**src/rtl/ov7670_fifo_reader.sv**
```systemverilog
// Reads one frame out of the AL422B frame FIFO behind the OV7670 and streams it
// into the TX cache FIFO as OUT_W-bit big-endian words, with back-pressure and abort.
module ov7670_fifo_reader #(
    parameter int unsigned H_PIX         = 320,
    parameter int unsigned V_LINES       = 240,
    parameter int unsigned BYTES_PER_PIX = 2,
    parameter int unsigned OUT_W         = 16,
    parameter int unsigned RCLK_HALF     = 1,
    parameter int unsigned RRST_CYC      = 3
) (
    input  logic             CLK_40M,
    input  logic             RST_N,
    input  logic             READ_EN,
    input  logic             ABORT,
    input  logic [7:0]       OV_DATA,
    input  logic             TX_CACHE_WRFULL,
    output logic             OV_RRST,
    output logic             OV_RCLK,
    output logic [OUT_W-1:0] TX_CACHE_DATA,
    output logic             TX_CACHE_WRREQ,
    output logic             RD_FRAME,
    output logic             FRAME_DONE,
    output logic [31:0]      WORD_CNT
);

    localparam int unsigned NBYTES = H_PIX * V_LINES * BYTES_PER_PIX;
    localparam int unsigned BPW    = OUT_W / 8;
    localparam int unsigned NWORDS = NBYTES / BPW;
    localparam int unsigned HCW    = (RCLK_HALF > 1) ? $clog2(RCLK_HALF) : 1;
    localparam int unsigned SCW    = (RRST_CYC > 1) ? $clog2(RRST_CYC) : 1;
    localparam int unsigned BCW    = $clog2(NBYTES + 1);
    localparam int unsigned BIW    = (BPW > 1) ? $clog2(BPW) : 1;

    localparam logic [HCW-1:0] HALF_LAST = HCW'(RCLK_HALF - 1);
    localparam logic [SCW-1:0] SLOT_LAST = SCW'(RRST_CYC - 1);
    localparam logic [BIW-1:0] BIDX_LAST = BIW'(BPW - 1);
    localparam logic [BCW-1:0] BCNT_LAST = BCW'(NBYTES - 1);
    localparam logic [BCW-1:0] BCNT_ALL  = BCW'(NBYTES);
    localparam logic [31:0]    WC_LAST   = 32'(NWORDS - 1);
    localparam logic [31:0]    WC_MAX    = 32'(NWORDS);

    typedef enum logic [1:0] {StIdle, StRrst, StGap, StRead} state_e;

    state_e           state;
    logic [HCW-1:0]   half_cnt;
    logic [SCW-1:0]   slot_cnt;
    logic [BCW-1:0]   byte_cnt;
    logic [BIW-1:0]   byte_idx;
    logic             in_slot;
    logic             pending;
    // Assembles the current word and doubles as the held word while the cache is full.
    logic [OUT_W-1:0] asm_word;

    logic [OUT_W-1:0] word_next;
    logic [OUT_W-1:0] wr_word;
    logic             half_end;
    logic             word_end;
    logic             last_byte;
    logic             last_word;
    logic             capture;
    logic             do_write;

    if (OUT_W > 8) begin : g_wide
        assign word_next = {asm_word[OUT_W-9:0], OV_DATA};
    end else begin : g_narrow
        assign word_next = OV_DATA;
    end

    always_comb begin
        half_end  = (half_cnt == HALF_LAST);
        word_end  = (byte_idx == BIDX_LAST);
        last_byte = (byte_cnt == BCNT_LAST);
        last_word = (WORD_CNT == WC_LAST);
        capture   = (state == StRead) && !pending && in_slot && OV_RCLK && half_end;
        do_write  = (state == StRead) && !TX_CACHE_WRFULL && (pending || (capture && word_end));
        wr_word   = pending ? asm_word : word_next;
    end

    always_ff @(posedge CLK_40M or negedge RST_N) begin
        if (!RST_N) begin
            state          <= StIdle;
            OV_RRST        <= 1'b1;
            OV_RCLK        <= 1'b1;
            TX_CACHE_DATA  <= '0;
            TX_CACHE_WRREQ <= 1'b0;
            RD_FRAME       <= 1'b1;
            FRAME_DONE     <= 1'b0;
            WORD_CNT       <= '0;
            half_cnt       <= '0;
            slot_cnt       <= '0;
            byte_cnt       <= '0;
            byte_idx       <= '0;
            in_slot        <= 1'b0;
            pending        <= 1'b0;
            asm_word       <= '0;
        end else begin
            TX_CACHE_WRREQ <= 1'b0;
            FRAME_DONE     <= 1'b0;
            if (ABORT && (state != StIdle)) begin
                state    <= StIdle;
                OV_RCLK  <= 1'b1;
                OV_RRST  <= 1'b1;
                RD_FRAME <= 1'b1;
                in_slot  <= 1'b0;
                pending  <= 1'b0;
            end else begin
                case (state)
                    StIdle: begin
                        OV_RCLK  <= 1'b1;
                        RD_FRAME <= 1'b1;
                        if (READ_EN && !ABORT) begin
                            state    <= StRrst;
                            RD_FRAME <= 1'b0;
                            WORD_CNT <= '0;
                            OV_RRST  <= 1'b0;
                            OV_RCLK  <= 1'b0;
                            half_cnt <= '0;
                            slot_cnt <= '0;
                            byte_cnt <= '0;
                            byte_idx <= '0;
                            in_slot  <= 1'b0;
                            pending  <= 1'b0;
                        end
                    end
                    StRrst: begin
                        if (!half_end) begin
                            half_cnt <= half_cnt + 1'b1;
                        end else begin
                            half_cnt <= '0;
                            if (!OV_RCLK) begin
                                OV_RCLK <= 1'b1;
                            end else if (slot_cnt == SLOT_LAST) begin
                                OV_RRST <= 1'b1;
                                state   <= StGap;
                            end else begin
                                slot_cnt <= slot_cnt + 1'b1;
                                OV_RCLK  <= 1'b0;
                            end
                        end
                    end
                    StGap: begin
                        state    <= StRead;
                        in_slot  <= 1'b1;
                        OV_RCLK  <= 1'b0;
                        half_cnt <= '0;
                    end
                    StRead: begin
                        if (pending) begin
                            if (!TX_CACHE_WRFULL) pending <= 1'b0;
                        end else if (in_slot) begin
                            if (!half_end) begin
                                half_cnt <= half_cnt + 1'b1;
                            end else begin
                                half_cnt <= '0;
                                if (!OV_RCLK) begin
                                    OV_RCLK <= 1'b1;
                                end else begin
                                    asm_word <= word_next;
                                    byte_cnt <= byte_cnt + 1'b1;
                                    if (word_end) begin
                                        byte_idx <= '0;
                                        if (TX_CACHE_WRFULL) pending <= 1'b1;
                                    end else begin
                                        byte_idx <= byte_idx + 1'b1;
                                    end
                                    // Keep RCLK high between slots when the frame is
                                    // finished or a word is stuck behind a full cache.
                                    if (last_byte || (word_end && TX_CACHE_WRFULL)) begin
                                        in_slot <= 1'b0;
                                    end else begin
                                        OV_RCLK <= 1'b0;
                                    end
                                end
                            end
                        end else if (byte_cnt == BCNT_ALL) begin
                            state    <= StIdle;
                            RD_FRAME <= 1'b1;
                        end else begin
                            in_slot  <= 1'b1;
                            OV_RCLK  <= 1'b0;
                            half_cnt <= '0;
                        end
                    end
                    default: state <= StIdle;
                endcase

                if (do_write) begin
                    TX_CACHE_DATA  <= wr_word;
                    TX_CACHE_WRREQ <= 1'b1;
                    FRAME_DONE     <= last_word;
                    if (WORD_CNT != WC_MAX) WORD_CNT <= WORD_CNT + 32'd1;
                end
            end
        end
    end

endmodule

```
**config.mk**
```make
export PLATFORM = sky130hd
export DESIGN_NAME = ov7670_fifo_reader
export DESIGN_NICKNAME = d
export VERILOG_FILES = /design/src/rtl/ov7670_fifo_reader.sv
export SDC_FILE = /design/constraint.sdc
export NUM_CORES = 1
export LEC_CHECK = 0
export BUFFER_PORTS_ARGS = -buffer_cell sky130_fd_sc_hd__buf_2
export CORE_MARGIN = 2
export CORE_UTILIZATION = 35
export CTS_CLUSTER_SIZE = 28
export DETAILED_ROUTE_END_ITERATION = 7
export MAX_ROUTING_LAYER = met4
export RECOVER_POWER = 50
export SLEW_MARGIN = 10
export SYNTH_ARGS = -nofsm -noshare
export SYNTH_HDL_FRONTEND = slang
export SYNTH_SLANG_ARGS = --single-unit
```
**constraint.sdc**
```tcl
create_clock -name CLK_40M -period 2.6 [get_ports CLK_40M]
set_input_delay 0.26 -clock CLK_40M [delete_from_list [all_inputs] [get_ports CLK_40M]]
set_output_delay 0.26 -clock CLK_40M [all_outputs]
set_load 0.05 [all_outputs]
```
* Word level (Yosys, flattened, before mapping) *
Index checks and enable logic that the tools add are counted.

storage, ports and cells
  flip-flop bits (word level) = 95
  logic and storage cells = 160

operators by class
  $add $sub $neg = 5
  equal/unequal tests = 26
  multiplexer cells = 78
  bitwise operators = 3
  reductions and logical operators = 33

operators by type and width
  cell                                                                        count
  32-bit 2-to-1 mux                                                           4
  18-bit 2-to-1 mux                                                           5
  1-bit 2-to-1 mux                                                            46
  18-bit == test (second input constant)                                      2
  18-bit one-hot mux with 2 select lines                                      1
  32-bit by 1-bit adder with 32-bit output (second input constant)            1
  32-bit by 17-bit == test with 1-bit output (second input constant)          1
  32-bit by 17-bit inequality test with 1-bit output (second input constant)  1
  2-bit 2-to-1 mux                                                            12
  18-bit by 1-bit adder with 18-bit output (second input constant)            1
  16-bit 2-to-1 mux                                                           1
  2-bit inequality test (second input constant)                               8
  3-bit inequality test (second input constant)                               5
  7-bit AND reduction                                                         2
  4-bit AND reduction                                                         3
  6-bit AND reduction                                                         2
  1-bit logical AND                                                           10
  1-bit one-hot mux with 2 select lines                                       4
  1-bit one-hot mux with 4 select lines                                       2
  2-bit one-hot mux with 4 select lines                                       1
  2-bit == test (second input constant)                                       3
  3-bit by 2-bit inequality test with 1-bit output (second input constant)    2
  2-bit nonzero test                                                          3
  3-bit nonzero test                                                          2
  other kinds (16)                                                            23

* Logic depth before layout (Yosys ltp) *
  depth after elaboration = 10
  gate-level depth with buffers = 9
  depth with buffers taken out = 7

* Least setup slack after synthesis *
Ideal clock, no wire load.

  path kind = register to register
  from = reg WORD_CNT[0]
  to = reg WORD_CNT[24]
  arrival = 2684 ps
  required time = 2476 ps
  path slack = -207 ps
  stages on the path, launching flop included = 8
  path buffers = 1
  path through = dfrtp_1 > ha_1 > nand4_2 > or4_1 > clkbuf_1 > or3_1 > and3_1 > a211o_1

between the ends
  word-level cells in the longest chain between the ends = 3
  elaborated cells between the ends (all ways) = 4
  classes of those cells = add/sub: 1; eq/ne: 1; mux: 2

ends and longest elaborated chain
  what                                                                                                                   line  source
  start: declaration                                                                                                     23    output logic [31:0] WORD_CNT
  start signal: assignment                                                                                               191   if (WORD_CNT != WC_MAX) WORD_CNT <= WORD_CNT + 32'd1;
  32-bit by 1-bit adder with 32-bit output / 32-bit by 17-bit inequality test with 1-bit output (equally long branches)  191
  32-bit 2-to-1 mux *                                                                                                    191
  32-bit 2-to-1 mux *                                                                                                    187   if (do_write) begin

Every way passes the cells marked *; elsewhere a longest branch is shown, timed or not.
A chain may end at the register's enable or synchronous reset.

* Final worst setup path *
Ends and elaborated chain as after synthesis.

==> results.json <==
{
  "status": "finished, final reports clean",
  "cap_violations": 0,
  "fin_worst_skew_ns": 0.008954,
  "cts_setup_buffers": 0,
  "rsz0062_at_grt": "no",
  "clkSinkCount": 94,
  "cts_h_tree_depth": 3,
  "route.antenna.remaining_nets": 0,
  "die_h_um": 126.7,
  "antenna-diode-count": 0,
  "post-route-period-util_pct": 94.93,
  "synth_nets": 575,
  "yosysSeqAreaShare_pct": 44.72,
  "synth_simple_gate_area_share_pct": 24.29,
  "finalPower_uw": 4375,
  "layout_filler_cell_count": 1461,
  "final_net_count": 653,
  "timing.reg2reg.worst_path_depth": 6,
  "dp_hpwl_um": 9968,
  "initial_utilization_pct": 35.98,
  "num_vias": 4616,
  "viasPerCell": 5.629,
  "die_x_extent_um": 126.7,
  "synth.mux.area_fraction_pct": 9.499,
  "r2r-end": "WORD_CNT[24]",
  "synth_warnings": 0,
  "post-place-ws_ns": 0.1602,
  "synthDominantCellAreaShare_pct": 43.22,
  "max_freq_mhz": 405.2,
  "num_io_pins": 66,
  "category_of_the_worst_setup_path_launch_point": "flip-flop",
  "vdd_ir_drop_max_uv": 310.1,
  "hold_end": "asm_word[0]",
  "synthesis.instances": 553,
  "post_dp_cell_area_sq_um": 5986,
  "synth_area_leader_cell": "sky130_fd_sc_hd__dfrtp_1",
  "portBuffers": 65,
  "critical_path.endpoint_type": "flip-flop",
  "max_slew.worst_pin.slew_ns": 1.092,
  "routedWlPerCell_um": 16.94,
  "final_design_area_no_fill_sq_um": 6251,
  "grt_pass1_wl_um": 23500,
  "grt_max_degree": 42,
  "synth_top_cells_by_count": "sky130_fd_sc_hd__dfrtp_1 (91), sky130_fd_sc_hd__nor2_1 (40), sky130_fd_sc_hd__nand2_1 (36)",
  "crit_path_start": "WORD_CNT[0]",
  "synth_edf_count": 0,
  "layout-drive-gt1-share_pct": 20.91,
  "root_buffer": "sky130_fd_sc_hd__clkbuf_16",
  "initial_antenna_violation_count": 0,
  "timing.setup.critical_path_class": "reg -> reg",
  "largest_family_of_logic_cells_by_synthesized_area": "simple AND/OR/NAND/NOR gates",
  "compound_gate_portion_of_the_synthesized_area_pct": 14.46,
  "worst-r2r-setup-slack_ns": 0.13,
  "fp.coreArea_sq_um": 14640,
  "drt_iter0_drc": 252,
  "die_area_sq_um": 16050,
  "fin_crit_ns": 2.468,
  "routed_wire_length_um": 13890,
  "yosys.cell_types.count": 64,
  "final-max-slew-violation-count": 0,
  "worstPathArrival_ns": 2.69,
  "finalHoldWorstSlack_ns": 0.1627,
  "post_synth_main_area_contributors": "sky130_fd_sc_hd__dfrtp_1 (43%), sky130_fd_sc_hd__mux2i_1 (4.9%), sky130_fd_sc_hd__mux2_2 (4.3%)",
  "synth-seq-cells": 94,
  "final.setup.tns_ns": 0,
  "critical_register_to_register_path_startpoint": "WORD_CNT[0]",
  "critPathRequiredTime_ns": 2.82,
  "slew_headroom_pct": 27.21,
  "numCtsBuffers": 9,
  "synthesis.area_per_instance_sq_um": 9.528,
  "p_per_area_nw_per_um2": 699.8,
  "report.final.hold_viol_count": 0,
  "grt.overflow.total": 0,
  "synth_flop_cell": "sky130_fd_sc_hd__dfrtp_1",
  "detailedRoute.firstPassIterationCount": 5,
  "std_cell_rows": 44,
  "final.setup.worst_slack_ns": 0.1318,
  "clk-insertion-delay-late_ns": 0.35,
  "yosysMostFrequentCell": "sky130_fd_sc_hd__dfrtp_1",
  "synthesis.area_sq_um": 5269,
  "cts_tree": "done",
  "hold_path_depth": 2,
  "remaining_drc_errors": 0,
  "p_leak_uw": 0.002811,
  "worst_hold_path_type": "in -> reg",
  "grt_util_all_layers_pct": 18.55,
  "setup_viol_count_final": 0,
  "cts_max_path_bufs": 2,
  "hold_path_startpoint": "OV_DATA[0]",
  "cts.reportedPaths.clkPinSlew_ns": 0.07,
  "worst-path-max-fanout": 8,
  "grt_pass1_vias": 4569,
  "synth_async_sr_flop_share_pct": 100.0,
  "synth_xor_xnor_area_share_pct": 0.9974,
  "synthAdderAreaFrac_pct": 2.137,
  "globalplace.congestion": 0.9496,
  "syn2layout_area_growth_pct": 18.64
}
==> cell usage in the layout (no fill, tap or decap), types with 7 or more instances in the layout <==
master                       n
sky130_fd_sc_hd__a22o_1     10
sky130_fd_sc_hd__a21o_1      7
sky130_fd_sc_hd__nor4_1     17
sky130_fd_sc_hd__and3_1      9
sky130_fd_sc_hd__inv_1      21
sky130_fd_sc_hd__nand2b_1    7
sky130_fd_sc_hd__nand3_1    31
sky130_fd_sc_hd__nor3_1     21
sky130_fd_sc_hd__nor2_1     40
sky130_fd_sc_hd__buf_4      28
sky130_fd_sc_hd__dfrtp_1    86
sky130_fd_sc_hd__mux2i_1    26
sky130_fd_sc_hd__o21ai_0    28
sky130_fd_sc_hd__clkbuf_1   27
sky130_fd_sc_hd__buf_2      38
sky130_fd_sc_hd__nand2_1    36
sky130_fd_sc_hd__mux2_2     20
sky130_fd_sc_hd__or3_1      10
sky130_fd_sc_hd__ha_1        8
sky130_fd_sc_hd__a21oi_1    30
sky130_fd_sc_hd__nand4_1    16
sky130_fd_sc_hd__clkbuf_16   9
sky130_fd_sc_hd__a211o_1     9
==> repair_timing <==
| item | in CTS | in global routing |
|---|---|---|
| hold buffers | 1 | 0 |
| gates resized for setup | 0 | 0 |
| endpoints found under the hold margin | 39 | 0 |
==> registers in the layout (all words and copies together), names as in the netlist <==
register / count
pending: 1
WORD_CNT: 32
state: 2
FRAME_DONE: 1
byte_cnt: 18
asm_word: 16
OV_RCLK: 1
in_slot: 1
TX_CACHE_DATA: 16
RD_FRAME: 1
TX_CACHE_WRREQ: 1
byte_idx: 1
slot_cnt: 2
OV_RRST: 1
==> routing by layer <==
metal | global-route usage [%] | vias to the layer above | wire length [um]
met5 | - | - | 0
met4 | 6.141 | 0 | 264
met3 | 3.290 | 23 | 680
met2 | 27.47 | 139 | 6250
met1 | 25.89 | 2236 | 6698
li1 | - | 2218 | -
==> final cells by class <==
class	instances	area, sq um	share of cell area (%)
Clock buffer	9	225.2	3.603
Clock inverter	7	83.83	1.341
Inverter	21	78.83	1.261
Multi-Input combinational cell	408	2729	43.65
Sequential cell	94	2362	37.79
Tap cell	184	230.2	3.683
Timing Repair Buffer	97	541.8	8.667
==> cell families after synthesis <==
group,Yosys count
buffers and inverters,51
multiplexers,47
AO/OA/AOI/OAI,116
AND/OR/NAND/NOR,230
XOR/XNOR,6
adder cells (fa/ha/maj),9
flip-flops,94
==> through the flow <==
step	util [%]	std cells
2_1_floorplan	-	553
3_3_place_gp	40.87	803
3_5_place_dp	40.87	803
4_1_cts	43.05	820
5_1_grt	42.69	820
6_report	42.69	820
==> where the power goes <==
part           switching (uW)  total, uW  internal (uW)
Sequential                168       1840           1670
Combinational             719       1140            423
Clock                     625       1390            767
==> worst max-delay path, stage by stage, from the launching register on <==
cell                      delay, ns
sky130_fd_sc_hd__dfrtp_2       0.47
sky130_fd_sc_hd__ha_2          0.25
sky130_fd_sc_hd__nand4_2       0.14
sky130_fd_sc_hd__or4_1         0.63
sky130_fd_sc_hd__or3_1         0.39
sky130_fd_sc_hd__and3_1        0.20
sky130_fd_sc_hd__a211o_1       0.27
==> how the worst max path moves through the flow <==
stage	to	slack [ns]
floorplan	WORD_CNT[24]	-0.01
global placement	WORD_CNT[24]	0.17
detailed placement	WORD_CNT[24]	0.16
CTS	WORD_CNT[24]	0.14
global route	WORD_CNT[11]	0.03
finish	WORD_CNT[24]	0.13
Note: power is estimated with default switching activity, not from simulation.
